File: src/rtl/alu_pkg.sv
// Shared types for the sequential ALU: operation codes, FSM states and op classification.
package alu_pkg;

    typedef enum logic [3:0] {
        OpAdd  = 4'd0,
        OpSub  = 4'd1,
        OpAnd  = 4'd2,
        OpOr   = 4'd3,
        OpXor  = 4'd4,
        OpSll  = 4'd5,
        OpSrl  = 4'd6,
        OpSra  = 4'd7,
        OpSlt  = 4'd8,
        OpSltu = 4'd9,
        OpMul  = 4'd10,
        OpDivu = 4'd11,
        OpRemu = 4'd12
    } alu_op_t;

    typedef enum logic [1:0] {
        StIdle = 2'd0,
        StCalc = 2'd1,
        StDone = 2'd2
    } alu_state_t;

    function automatic logic is_iter_op(input logic [3:0] op);
        return (op == OpMul) || (op == OpDivu) || (op == OpRemu);
    endfunction

endpackage

File: src/rtl/alu_iter.sv
// Iterative shift-add multiplier and restoring divider, one operand bit per cycle.
module alu_iter
    import alu_pkg::*;
#(
    parameter int unsigned DATA_WIDTH = 32,
    parameter int unsigned CNT_W      = $clog2(DATA_WIDTH) + 1
) (
    input  logic                  clk,
    input  logic                  rst_n,
    input  logic                  i_start,
    input  logic [3:0]            i_op,
    input  logic [DATA_WIDTH-1:0] i_op1,
    input  logic [DATA_WIDTH-1:0] i_op2,
    output logic                  o_done,
    output logic [DATA_WIDTH-1:0] o_result
);

    localparam int unsigned DW = DATA_WIDTH;

    // MUL: r_x = shifted multiplicand, r_y = multiplier, r_acc = product.
    // DIV: r_x = dividend shifting out / quotient shifting in, r_y = divisor, r_acc = remainder.
    logic            r_active;
    logic [CNT_W-1:0] r_cnt;
    logic [3:0]      r_op;
    logic [DW-1:0]   r_x;
    logic [DW-1:0]   r_y;
    logic [DW-1:0]   r_acc;

    logic [DW-1:0]   w_x_next;
    logic [DW-1:0]   w_y_next;
    logic [DW-1:0]   w_acc_next;
    logic [DW:0]     w_shift;
    logic            w_qbit;

    always_comb begin
        w_shift    = {r_acc, r_x[DW-1]};
        w_qbit     = (w_shift >= {1'b0, r_y});
        w_x_next   = r_x;
        w_y_next   = r_y;
        w_acc_next = r_acc;
        if (r_op == OpMul) begin
            w_acc_next = r_acc + (r_y[0] ? r_x : '0);
            w_x_next   = r_x << 1;
            w_y_next   = r_y >> 1;
        end else begin
            // Divide by zero falls out naturally: every bit subtracts, remainder ends as op1.
            w_acc_next = w_qbit ? (w_shift[DW-1:0] - r_y) : w_shift[DW-1:0];
            w_x_next   = {r_x[DW-2:0], w_qbit};
        end
    end

    // The final step's value is forwarded so the caller can register it on the done edge.
    assign o_done = r_active && (r_cnt == CNT_W'(DW - 1));

    always_comb begin
        o_result = w_acc_next;
        if (r_op == OpDivu) begin
            o_result = w_x_next;
        end
    end

    always_ff @(posedge clk or negedge rst_n) begin
        if (!rst_n) begin
            r_active <= 1'b0;
            r_cnt    <= '0;
            r_op     <= 4'd0;
            r_x      <= '0;
            r_y      <= '0;
            r_acc    <= '0;
        end else if (i_start) begin
            r_active <= 1'b1;
            r_cnt    <= '0;
            r_op     <= i_op;
            r_x      <= i_op1;
            r_y      <= i_op2;
            r_acc    <= '0;
        end else if (r_active) begin
            r_x      <= w_x_next;
            r_y      <= w_y_next;
            r_acc    <= w_acc_next;
            r_cnt    <= r_cnt + 1'b1;
            if (o_done) begin
                r_active <= 1'b0;
            end
        end
    end

endmodule

File: src/rtl/seq_alu.sv
// Sequential ALU: single-cycle ops registered straight into result, MUL/DIVU/REMU via alu_iter.
module seq_alu
    import alu_pkg::*;
#(
    parameter int unsigned DATA_WIDTH = 32,
    parameter int unsigned CNT_W      = $clog2(DATA_WIDTH) + 1
) (
    input  logic                  clk,
    input  logic                  rst_n,
    input  logic                  in_valid,
    output logic                  in_ready,
    input  logic [3:0]            op,
    input  logic [DATA_WIDTH-1:0] op1,
    input  logic [DATA_WIDTH-1:0] op2,
    output logic                  out_valid,
    input  logic                  out_ready,
    output logic [DATA_WIDTH-1:0] result,
    output logic                  eq,
    output logic                  busy
);

    localparam int unsigned SHW = $clog2(DATA_WIDTH);

    alu_state_t            r_state;
    alu_state_t            w_state_next;
    logic [DATA_WIDTH-1:0] r_result;
    logic [DATA_WIDTH-1:0] w_result_next;
    logic                  r_eq;
    logic                  w_eq_next;
    logic [DATA_WIDTH-1:0] w_simple;
    logic [SHW-1:0]        w_shamt;
    logic                  w_iter_start;
    logic                  w_iter_done;
    logic [DATA_WIDTH-1:0] w_iter_result;

    always_comb begin
        w_shamt  = op2[SHW-1:0];
        w_simple = '0;
        case (op)
            OpAdd:   w_simple = op1 + op2;
            OpSub:   w_simple = op1 - op2;
            OpAnd:   w_simple = op1 & op2;
            OpOr:    w_simple = op1 | op2;
            OpXor:   w_simple = op1 ^ op2;
            OpSll:   w_simple = op1 << w_shamt;
            OpSrl:   w_simple = op1 >> w_shamt;
            OpSra:   w_simple = DATA_WIDTH'($signed(op1) >>> w_shamt);
            OpSlt:   w_simple = {{(DATA_WIDTH-1){1'b0}}, ($signed(op1) < $signed(op2))};
            OpSltu:  w_simple = {{(DATA_WIDTH-1){1'b0}}, (op1 < op2)};
            default: w_simple = '0;
        endcase
    end

    always_comb begin
        w_state_next  = r_state;
        w_result_next = r_result;
        w_eq_next     = r_eq;
        w_iter_start  = 1'b0;
        unique case (r_state)
            StIdle: begin
                if (in_valid) begin
                    w_eq_next = (op1 == op2);
                    if (is_iter_op(op)) begin
                        w_iter_start = 1'b1;
                        w_state_next = StCalc;
                    end else begin
                        w_result_next = w_simple;
                        w_state_next  = StDone;
                    end
                end
            end
            StCalc: begin
                if (w_iter_done) begin
                    w_result_next = w_iter_result;
                    w_state_next  = StDone;
                end
            end
            StDone: begin
                if (out_ready) begin
                    w_state_next = StIdle;
                end
            end
            default: w_state_next = StIdle;
        endcase
    end

    always_ff @(posedge clk or negedge rst_n) begin
        if (!rst_n) begin
            r_state  <= StIdle;
            r_result <= '0;
            r_eq     <= 1'b0;
        end else begin
            r_state  <= w_state_next;
            r_result <= w_result_next;
            r_eq     <= w_eq_next;
        end
    end

    alu_iter #(
        .DATA_WIDTH (DATA_WIDTH),
        .CNT_W      (CNT_W)
    ) u_iter (
        .clk      (clk),
        .rst_n    (rst_n),
        .i_start  (w_iter_start),
        .i_op     (op),
        .i_op1    (op1),
        .i_op2    (op2),
        .o_done   (w_iter_done),
        .o_result (w_iter_result)
    );

    assign in_ready  = (r_state == StIdle);
    assign out_valid = (r_state == StDone);
    assign busy      = (r_state == StCalc);
    assign result    = r_result;
    assign eq        = r_eq;

endmodule

File: config.mk
export PLATFORM = sky130hd
export DESIGN_NAME = seq_alu
export DESIGN_NICKNAME = d
export VERILOG_FILES = /design/src/rtl/alu_pkg.sv /design/src/rtl/alu_iter.sv /design/src/rtl/seq_alu.sv
export SDC_FILE = /design/constraint.sdc
export NUM_CORES = 1
export LEC_CHECK = 0
export CAP_MARGIN = 20
export CORE_UTILIZATION = 30
export CTS_CLUSTER_DIAMETER = 80
export CTS_CLUSTER_SIZE = 14
export DETAILED_ROUTE_END_ITERATION = 8
export HOLD_SLACK_MARGIN = 0.06
export PLACE_DENSITY = 0.48
export REMOVE_ABC_BUFFERS = 1
export SETUP_SLACK_MARGIN = 0.2
export SLEW_MARGIN = 30
export SYNTH_ARGS = -nofsm -noshare
export SYNTH_HDL_FRONTEND = slang
export SYNTH_SLANG_ARGS = --single-unit
export TNS_END_PERCENT = 1
File: constraint.sdc
create_clock -name clk -period 3.3 [get_ports clk]
set_input_delay 0.66 -clock clk [delete_from_list [all_inputs] [get_ports clk]]
set_output_delay 0.66 -clock clk [all_outputs]
set_load 0.03 [all_outputs]
---- After elaboration in Yosys (flattened, before gate mapping) ----
Index checks and enable logic that the tools add are counted.
word-level totals
  flip-flop bits (word level) ............. 142
  input port bits ......................... 72
  word-level logic and storage cells ...... 87
cells by class
  add/sub/neg operators ................... 5
  bitwise logic cells ..................... 3
  reduce and logical (&&, ||, !) cells .... 12
  shift operators ......................... 3
  order comparisons ....................... 3
  muxes and demuxes ....................... 30
  equal/unequal tests ..................... 22
operators with widths
  kind                                                 count
  2-to-1 mux 32 bit                                    14
  one-hot mux 32 bit (10 select lines)                 1
  adder 32 bit                                         2
  < comparator 32 bit                                  2
  one-hot mux 32 bit (2 select lines)                  1
  subtractor 32 bit                                    2
  greater-or-equal comparator 33 x 32 -> 1 bit         1
  AND 32 bit                                           1
  equality test 32 bit                                 1
  OR 32 bit                                            1
  left shift 32 x 5 -> 32 bit                          1
  >> shifter 32 x 5 -> 32 bit                          1
  >>> shifter 32 x 5 -> 32 bit                         1
  bitwise XOR 32 bit                                   1
  equality test 4 bit, second input constant           7
  equality test 4 x 3 -> 1 bit, second input constant  4
  2-to-1 mux 6 bit                                     2
  equality test 4 x 2 -> 1 bit, second input constant  2
  2-to-1 mux 2 bit                                     4
  2-to-1 mux 1 bit                                     7
  adder 6 x 1 -> 6 bit, second input constant          1
  equality test 6 x 5 -> 1 bit, second input constant  1
  one-hot mux 2 bit (3 select lines)                   1
  nonzero test 2 bit                                   3
  12 further kinds                                     16

---- Longest topological paths before layout ----
Gate-level depths: netlist of run 1.
  depth in word-level cells ............... 8
  gate-level depth with buffers ........... 17
  gate-level depth less buffers ........... 14

---- Cells and area by module ----
Synthesis of run 1 repeated with hierarchy kept, for this count alone.
second synthesis, totals
  cells, all modules ...................... 2,548
  area, all modules ....................... 19,972.9 sq um
by module, submodules not included
  module    sequential area each (sq um)  instances  cells each  area each (sq um)
  seq_alu   875.8                         1          1,330       10,204.8
  alu_iter  2,677.6                       1          1,218       9,768.1

---- Worst setup path after synthesis of run 1 ----
OpenSTA, ideal clock, no wires.
  path type ............................... input-to-reg
  from .................................... input port op2[2]
  to ...................................... register r_result[26] (netlist: result[26])
  arrival ................................. 3,964 ps
  path buffers ............................ 5
  required time ........................... 3,174 ps
  stages .................................. 17
  slack ................................... -790 ps
  path through ............................ buf_2 > inv_2 > buf_2 > buf_2 > buf_2 > ha_1 > buf_6 > a211oi_2 > o21bai_2 > a211oi_4 > a21oi_2 > o32a_4 > a31o_1 > a22o_1 > o21ai_2 > a21oi_1 > a311o_1
on the way
  word-level cells in the longest chain between the ends .. 5
  elaborated cells between the ends (all ways) .. 9
  classes of those cells .................. add/sub (2); shift (3); mux (4)
RTL lines
  what                                       line           source
  from (decl)                                seq_alu.sv:14  input logic [DATA_WIDTH-1:0] op2,
  subtractor 32 bit (tied with other cells)  seq_alu.sv:41  OpSub: w_simple = op1 - op2;
  one-hot mux 32 bit (10 select lines) *     seq_alu.sv:39  case (op)
  2-to-1 mux 32 bit *                        seq_alu.sv:63  if (is_iter_op(op)) begin
  2-to-1 mux 32 bit *                        seq_alu.sv:61  if (in_valid) begin
  one-hot mux 32 bit (2 select lines) *      seq_alu.sv:59  unique case (r_state)
  to (signal assigned)                       seq_alu.sv:94  r_result <= w_result_next;
  to (decl)                                  seq_alu.sv:26  logic [DATA_WIDTH-1:0] r_result;
Every way passes the cells marked *; elsewhere a longest branch is shown, timed or not. The select of a mux whose other input is x is not followed.
A chain may end at the register's enable or synchronous reset.

---- Worst setup path after layout of run 1 ----
  from .................................... register u_iter.r_y[0]
  to ...................................... register r_result[26] (netlist: result[26])
on the way
  word-level cells in the longest chain between the ends .. 6
  elaborated cells between the ends (all ways) .. 9
  classes of those cells .................. add/sub (2); order compare (1); mux (6)
RTL lines
  what                                                      line                            source
  from (decl)                                               alu_iter.sv:26                  logic [DW-1:0] r_y;
  from (signal assigned)                                    alu_iter.sv:75                  r_y <= i_op2;
  from (signal assigned)                                    alu_iter.sv:79                  r_y <= w_y_next;
  subtractor 32 bit (tied with other cells)                 alu_iter.sv:47                  w_acc_next = w_qbit ? (w_shift[DW-1:0] - r_y) : w_shift[DW-1:0];
  2-to-1 mux 32 bit / adder 32 bit (equally long branches)  alu_iter.sv:47, alu_iter.sv:42
  2-to-1 mux 32 bit *                                       alu_iter.sv:41                  if (r_op == OpMul) begin
  2-to-1 mux 32 bit *                                       alu_iter.sv:57                  if (r_op == OpDivu) begin
  2-to-1 mux 32 bit *                                       seq_alu.sv:73                   if (w_iter_done) begin
  one-hot mux 32 bit (2 select lines) *                     seq_alu.sv:59
Marks and branches as above.

==> summary.txt, run 1 <==
Status
  – Status: finished with violations
  – Violated checks: negative setup slack

Clocking
  – CTS Hold Bufs: 0
  – TritonCTS Sinks: 142
  – CTS root buf: clkbuf_16
  – TritonCTS buffer count: 17
  – Max Root-Sink Buffers: 2
  – Clock network latency to the later pin of the worst-skew pair: 0.45 ns
  – # H-tree levels: 4
  – CTS tree: done
  – CTS clk-pin slew, worst paths: 0.07 ns

Pwr
  – PD cells: 913 nW/um2
  – P_leak: 13.8 nW
  – Overall Power: 26.4 mW
  – Max IR drop VDD: 0.620 mV

Route
  – Via density: 5.61
  – Post-route ant nets: 0
  – Iteration count of the initial detailed-routing pass: 5
  – DRT iter0 DRCs: 2042
  – WL/cell: 25.6 um
  – Routed WL: 110 mm
  – Remaining DRCs: 0
  – Detailed-route via count: 24200

Floorplanning
  – Starting density of the core: 30.4%
  – DIE AREA: 66300 um2
  – Vert. Die Dim: 257 um
  – IO Pins: 108
  – Width of the die: 257 um
  – Core Rows: 93
  – Core area: 64500 um2

Logic synthesis
  – Post-synth EDFFs: 0
  – Ys Warns: 0
  – Mapped cell area: 19600 um2
  – Area contributors post-synth: dfrtp_1 18%, ha_1 11%, mux2i_1 7.6%, nand2_1 5.7%, a21oi_1 5.5%
  – Yosys top cell area share: 18.2%
  – Main synth FF type: dfrtp_1
  – Synth cell types: 102
  – #FFs+latches synth: 142
  – Cell taking the most area after synthesis: dfrtp_1
  – Mapped Cells: 2630
  – Mean Syn Cell Area: 7.44 um2
  – Register area share after synthesis: 18.2%
  – Asr flop ratio synth: 100%

STA
  – Fmax: 287 MHz
  – Setup TNS: -2.61 ns
  – Slew HR: 47.3%
  – Slew Viols, Final: 0
  – Post-route clock skew: 0.0140 ns
  – Hold Vio Cnt, Final: 0
  – RSZ-0062 raised after global routing: yes
  – Final WS setup: -0.184 ns
  – Worst-Margin Slew: 0.791 ns
  – Endpoints failing setup: 33
  – Fin crit share: 106%
  – Fin crit period: 3.48 ns

GRT
  – Initial antenna violation count: 1
  – Grt met2 use: 55.2%
  – Gr busiest metal: met2
  – First-pass GRT wire length: 159 mm
  – Overall routing resource usage: 32.5%
  – GR met3 Demand/Resource: 2.30%
  – Met1 usage: 43.6%
  – Remaining Overflow, GRT: 0
  – Largest net degree at the start of global routing: 84
  – Vias in the first global route: 24000

Run
  – MaxCap Viol Count: 0

Cells and area
  – Nets@finish: 3679
  – Share of cells above drive strength 1: 32.4%
  – Syn-to-layout area delta: 47.9%
  – Core Util, Final: 44.9%

Setup path
  – Worst EP required: 3.63 ns
  – Critical path peak fanout: 4
  – Worst Setup End Kind: register
  – Crit path DAT: 3.81 ns
  – WS Path Type: reg -> reg
  – CP startpoint kind: register

Place
  – PortBufs: 107
  – GPL Wtd Cong: 0.978
  – Dpl hpwl: 91.6 mm

Hold path
  – Path type of the worst min-delay path: in -> async
-- power breakdown --
| group | switching (mW) | internal [mW] | leakage, nW |
|---|---|---|---|
| registers | 0.859 | 2.69 | 1.72 |
| logic | 11.2 | 9.54 | 11.7 |
| clock network | 0.845 | 1.29 | 0.302 |
| total | 12.9 | 13.5 | 13.8 |
-- through the flow --
stage	instances	worst slack, ns	hold WS, ns	instance area [um2]
detailed placement	4258	-1.07	0.474	27500
finish	4309	-0.184	0.130	29000
floorplan	2451	-2.80	0.364	18800
CTS	4297	-0.237	0.133	28400
global placement	4258	-1.14	0.464	27500
global route	4306	-0.280	0.143	29000
-- kinds of logic (layout without fill, tap and decap cells) --
family | after synthesis | after routing | synth area share [%]
fa+ha+maj | 169 | 169 | 11.0
other cells | 0 | 3 | 0
mux | 198 | 198 | 11.7
flops | 142 | 142 | 18.2
buf+inv | 327 | 1148 | 6.73
compound gates | 912 | 912 | 30.3
xor+xnor | 69 | 69 | 3.09
simple gates | 813 | 813 | 19.0
-- cell type report --
| type | count | area (um2) |
|---|---|---|
| timing repair buffer | 968 | 7730 |
| antenna | 3 | 7.51 |
| multi-input combinational | 2161 | 15400 |
| fill | 6691 | 35500 |
| inverter | 148 | 556 |
| sequential | 142 | 3560 |
| clock buffer | 20 | 447 |
| clock inverter | 12 | 184 |
| tap | 855 | 1070 |
-- routing by layer --
| metal | wire [um] | share of wire, % |
|---|---|---|
| met1 | 49200 | 45 |
| met2 | 52700 | 48 |
| met3 | 5080 | 4.6 |
| met4 | 3520 | 3.2 |
| met5 | 11 | 0.010 |
-- sequential cells by signal, summed over array words and instances, names as in the netlist --
register and cells:
result 32, u_iter.r_op 4, r_state 2, u_iter.r_y 32
u_iter.r_acc 32, u_iter.r_cnt 6, eq 1, u_iter.r_active 1
u_iter.r_x 32
-- layout by cell type, fill, tap and decap left out, types with 13 or more instances in the layout --
cell type	count
and3_1	20
nor2b_1	17
mux2i_1	148
ha_1	137
o21bai_1	21
a22oi_1	18
o21ai_0	199
a221oi_1	23
xnor2_1	36
nand4_1	26
a21oi_2	18
o221ai_1	22
o211ai_1	40
nand2_1	293
nand2b_1	13
o22ai_1	20
and2_1	46
ha_4	14
nand3_1	53
o21a_1	13
mux4_2	21
o31ai_1	16
o21ai_1	33
clkdlybuf4s50_1	86
nor3_1	24
a21oi_1	200
clkbuf_16	17
a31oi_1	45
a211oi_1	33
dfrtp_1	140
a21o_1	45
inv_1	132
ha_2	14
buf_4	846
buf_12	15
nor4_1	14
xor2_1	32
nor2_1	233
mux2_2	21
-- repair_timing --
action | in CTS | in global routing
buffers inserted | 7 | 9
setup endpoints to repair | 65 | 66
resized for setup | 45 | 118
pin swaps | 25 | 32
-- Yosys cell counts, types with 11 or more instances --
| library cell | count |
|---|---|
| buf_2 | 30 |
| a211oi_1 | 44 |
| mux2i_1 | 149 |
| ha_1 | 165 |
| buf_1 | 19 |
| nand2_1 | 296 |
| and3_1 | 21 |
| o211ai_1 | 40 |
| xor2_1 | 32 |
| o21ai_1 | 32 |
| o22ai_1 | 20 |
| nor3_1 | 28 |
| inv_1 | 140 |
| and2_1 | 46 |
| mux4_2 | 21 |
| or3_1 | 13 |
| clkbuf_1 | 120 |
| nor2_1 | 242 |
| a31oi_1 | 48 |
| a211o_1 | 11 |
| o221ai_1 | 22 |
| o31ai_1 | 19 |
| nand2b_1 | 14 |
| nor4_1 | 17 |
| a21o_1 | 45 |
| nand4_1 | 26 |
| o21ai_0 | 210 |
| a22oi_1 | 20 |
| a221oi_1 | 29 |
| o21bai_1 | 21 |
| nand3_1 | 56 |
| a21oi_1 | 216 |
| o2111ai_1 | 14 |
| nor2b_1 | 17 |
| mux2_2 | 21 |
| o21a_1 | 14 |
| dfrtp_1 | 142 |
| xnor2_1 | 37 |
-- worst paths after layout --
kind | start | endpoint | slack, ns | depth (start not counted)
setup / recovery | u_iter.r_y[0]$_DFFE_PN0P_ | result[26]$_DFFE_PN0P_ | -0.18 | 14
hold / removal | rst_n | u_iter.r_cnt[3]$_DFFE_PN0P_ | 0.13 | 1
setup reg to reg | u_iter.r_y[0]$_DFFE_PN0P_ | result[26]$_DFFE_PN0P_ | -0.18 | 14
hold reg to reg | u_iter.r_op[2]$_DFFE_PN0P_ | u_iter.r_op[2]$_DFFE_PN0P_ | 0.49 | 2
max in group asynchronous | rst_n | u_iter.r_x[31]$_DFFE_PN0P_ | 2.35 | 2
min in group clk | u_iter.r_op[2]$_DFFE_PN0P_ | u_iter.r_op[2]$_DFFE_PN0P_ | 0.49 | 2
-- worst max-delay path, cell delays in order (launching register included) --
cell      delay [ns]
dfrtp_1         0.42
and2_1          0.16
ha_2            0.19
fa_2            0.40
a211oi_4        0.29
nor2_2          0.08
o31ai_2         0.20
buf_4           0.19
nand2_2         0.08
o211ai_1        0.32
nand3_2         0.21
xnor2_1         0.22
a22oi_2         0.12
and3_1          0.20
a311o_1         0.27
Note: power is estimated with default switching activity, not from simulation.
==> run 2: changes to the inputs <==
Settings changed: CORE_UTILIZATION 30 to 25, PLACE_DENSITY 0.48 to 0.42.
==> summary.txt, run 2 (synthesis results as in run 1) <==
Cells and area
  – Commonest non-fill, non-tap cell in the layout: buf_4
  – Commonest non-fill, non-tap cells in the layout: 838 x buf_4, 291 x nand2_1, 233 x nor2_1, 195 x a21oi_1, 180 x o21ai_0
  – Final non-filler cell total: 4498 (+4.4%)
  – Share of cells above drive strength 1: 34.7% (+2.3 points)
  – Syn-to-layout area delta: 52.7%
  – Nets@finish: 3685 (+0.16%)

Setup path
  – Worst EP required: 3.68 ns (+0.05 ns)
  – Critical path buffers and inverters: 4 (+3)
  – R2R Setup Slk: -0.20 ns (-0.02 ns)
  – Critical-path top delay cell: dfrtp_2
  – CP startpoint kind: register
  – Worst Setup End Kind: register
  – Critical path peak fanout: 2 (-2)
  – Worst-path cell chain: inv_2 > ha_4 > inv_2 > fa_2 > a21o_1 > a221o_1 > buf_6 > a21bo_4 > a21oi_2 > buf_4 > mux2i_1 > o311a_1 > mux2i_2 > a211o_1 > o21ai_2 > a21o_1
  – CP max stage delay: 0.45 ns (+0.03 ns)
  – Crit path DAT: 3.88 ns (+0.07 ns)
  – CP top delay family: compound AO/OA/AOI/OAI gates
  – WS Path Type: reg -> reg

STA
  – Fin crit period: 3.50 ns (+0.0168 ns)
  – RSZ-0062 raised after global routing: yes
  – Worst-Margin Slew: 0.894 ns (+0.103 ns)
  – Endpoints failing setup: 19 (-42%)
  – Slew HR: 40.4% (-6.9 points)
  – Final WS setup: -0.201 ns (-0.0168 ns)
  – Slew Viols, Final: 0 (unchanged)
  – Fin crit share: 106% (+0.51 points)
  – Fmax: 286 MHz (-0.48%)
  – Post-route clock skew: 0.0135 ns (-0.000480 ns)
  – Hold Vio Cnt, Final: 0 (unchanged)

Clocking
  – Max Root-Sink Buffers: 2 (unchanged)
  – CTS clk-pin slew, worst paths: 0.07 ns (about the same)
  – TritonCTS buffer count: 17 (unchanged)
  – CTS tree: done
  – CTS root buf: clkbuf_16
  – # H-tree levels: 4 (unchanged)
  – TritonCTS Sinks: 142 (unchanged)
  – Clock network latency to the later pin of the worst-skew pair: 0.44 ns (about the same)

Pwr
  – PD cells: 908 nW/um2 (-0.61%)
  – Max IR drop VDD: 0.436 mV (-30%)
  – P_leak: 13.8 nW (+0.48%)
  – Overall Power: 27.1 mW (+2.6%)

Floorplanning
  – Width of the die: 282 um (+9.5%)
  – IO Pins: 108 (unchanged)
  – Starting density of the core: 25.3% (-5.1 points)
  – Vert. Die Dim: 282 um (+9.5%)
  – Core Rows: 102 (+9.7%)
  – Core area: 77500 um2 (+20%)
  – DIE AREA: 79400 um2 (+20%)

GRT
  – Vias in the first global route: 24100 (+0.47%)
  – Initial antenna violation count: 0 (-1)
  – First-pass GRT wire length: 164 mm (+2.6%)
  – Largest net degree at the start of global routing: 83 (-1.2%)
  – Overall routing resource usage: 28.1% (-4.3 points)
  – Remaining Overflow, GRT: 0 (unchanged)

Route
  – WL/cell: 25.4 um (-1.0%)
  – Iteration count of the initial detailed-routing pass: 6 (+1)
  – Post-route ant nets: 0 (unchanged)
  – Detailed-route via count: 24100 (-0.17%)
  – Routed WL: 114 mm (+3.3%)
  – Remaining DRCs: 0 (unchanged)
  – DRT iter0 DRCs: 2125 (+4.1%)
  – Via density: 5.36 (-4.4%)

Place
  – Inst Count DP: 4450 (+4.5%)
  – GPL Wtd Cong: 1.00 (+2.6%)
  – PortBufs: 107 (unchanged)
  – Dpl hpwl: 95.1 mm (+3.8%)

Hold path
  – Path type of the worst min-delay path: in -> async

Status
  – Status: finished with violations
  – Violated checks: negative setup slack

Run
  – MaxCap Viol Count: 0 (unchanged)
## run 2: final cells by class
cell class              instances  area [um2]
flip-flops and latches        142        3560
clock inverters                13         144
fillers                      8185       47600
multi-input cells            2161       16100
repair buffers                974        7840
inverters                     148         556
diodes                          1        2.50
clock buffers                  19         443
well taps                    1040        1300
## run 2: power by group
part	switching, mW	total, mW	internal (mW)
combinational	11.6	21.5	9.93
clock	0.898	1.99	1.09
sequential	0.940	3.62	2.68
total	13.4	27.1	13.7
## run 2: stage by stage
stage | cell area (um2) | TNS, ns | hold slack [ns] | util, % | setup slack (ns)
after global routing | 29900 | -4.32 | 0.241 | 38.6 | -0.237
after global placement | 27800 | -38.30 | 0.472 | 35.9 | -1.01
after CTS | 29200 | -1.76 | 0.219 | 37.7 | -0.217
after detailed placement | 27800 | -26.20 | 0.474 | 35.9 | -0.911
after floorplan | 18800 | -275.90 | 0.364 | - | -2.80
final | 29900 | -1.39 | 0.199 | 38.6 | -0.201
## run 2: worst paths after layout
path                                                to                       start  cells after the start
max in group asynchronous       result[22]$_DFFE_PN0P_                       rst_n                      2
setup reg to reg                result[20]$_DFFE_PN0P_  u_iter.r_x[31]$_DFFE_PN0P_                     16
hold reg to reg                  result[4]$_DFFE_PN0P_       result[4]$_DFFE_PN0P_                      2
setup / recovery                result[20]$_DFFE_PN0P_  u_iter.r_x[31]$_DFFE_PN0P_                     16
min in group clk                 result[4]$_DFFE_PN0P_       result[4]$_DFFE_PN0P_                      2
hold / removal             u_iter.r_cnt[1]$_DFFE_PN0P_                       rst_n                      1
## run 2: per-layer routing
| metal | share of wire (%) | global-route usage [%] | up-vias |
|---|---|---|---|
| li1 | - | - | 11300 |
| met1 | 46 | 38.5 | 12000 |
| met2 | 47 | 47.0 | 724 |
| met3 | 3.7 | 1.46 | 144 |
| met4 | 3.5 | 9.45 | 0 |
| met5 | 0 | 0 | - |
## run 2: timing repair
action,4_1_cts,5_1_grt
resized for setup,162,135
endpoints found under the setup margin,62,66
setup buffers,5,10
hold buffers,0,0
pin swaps,44,59
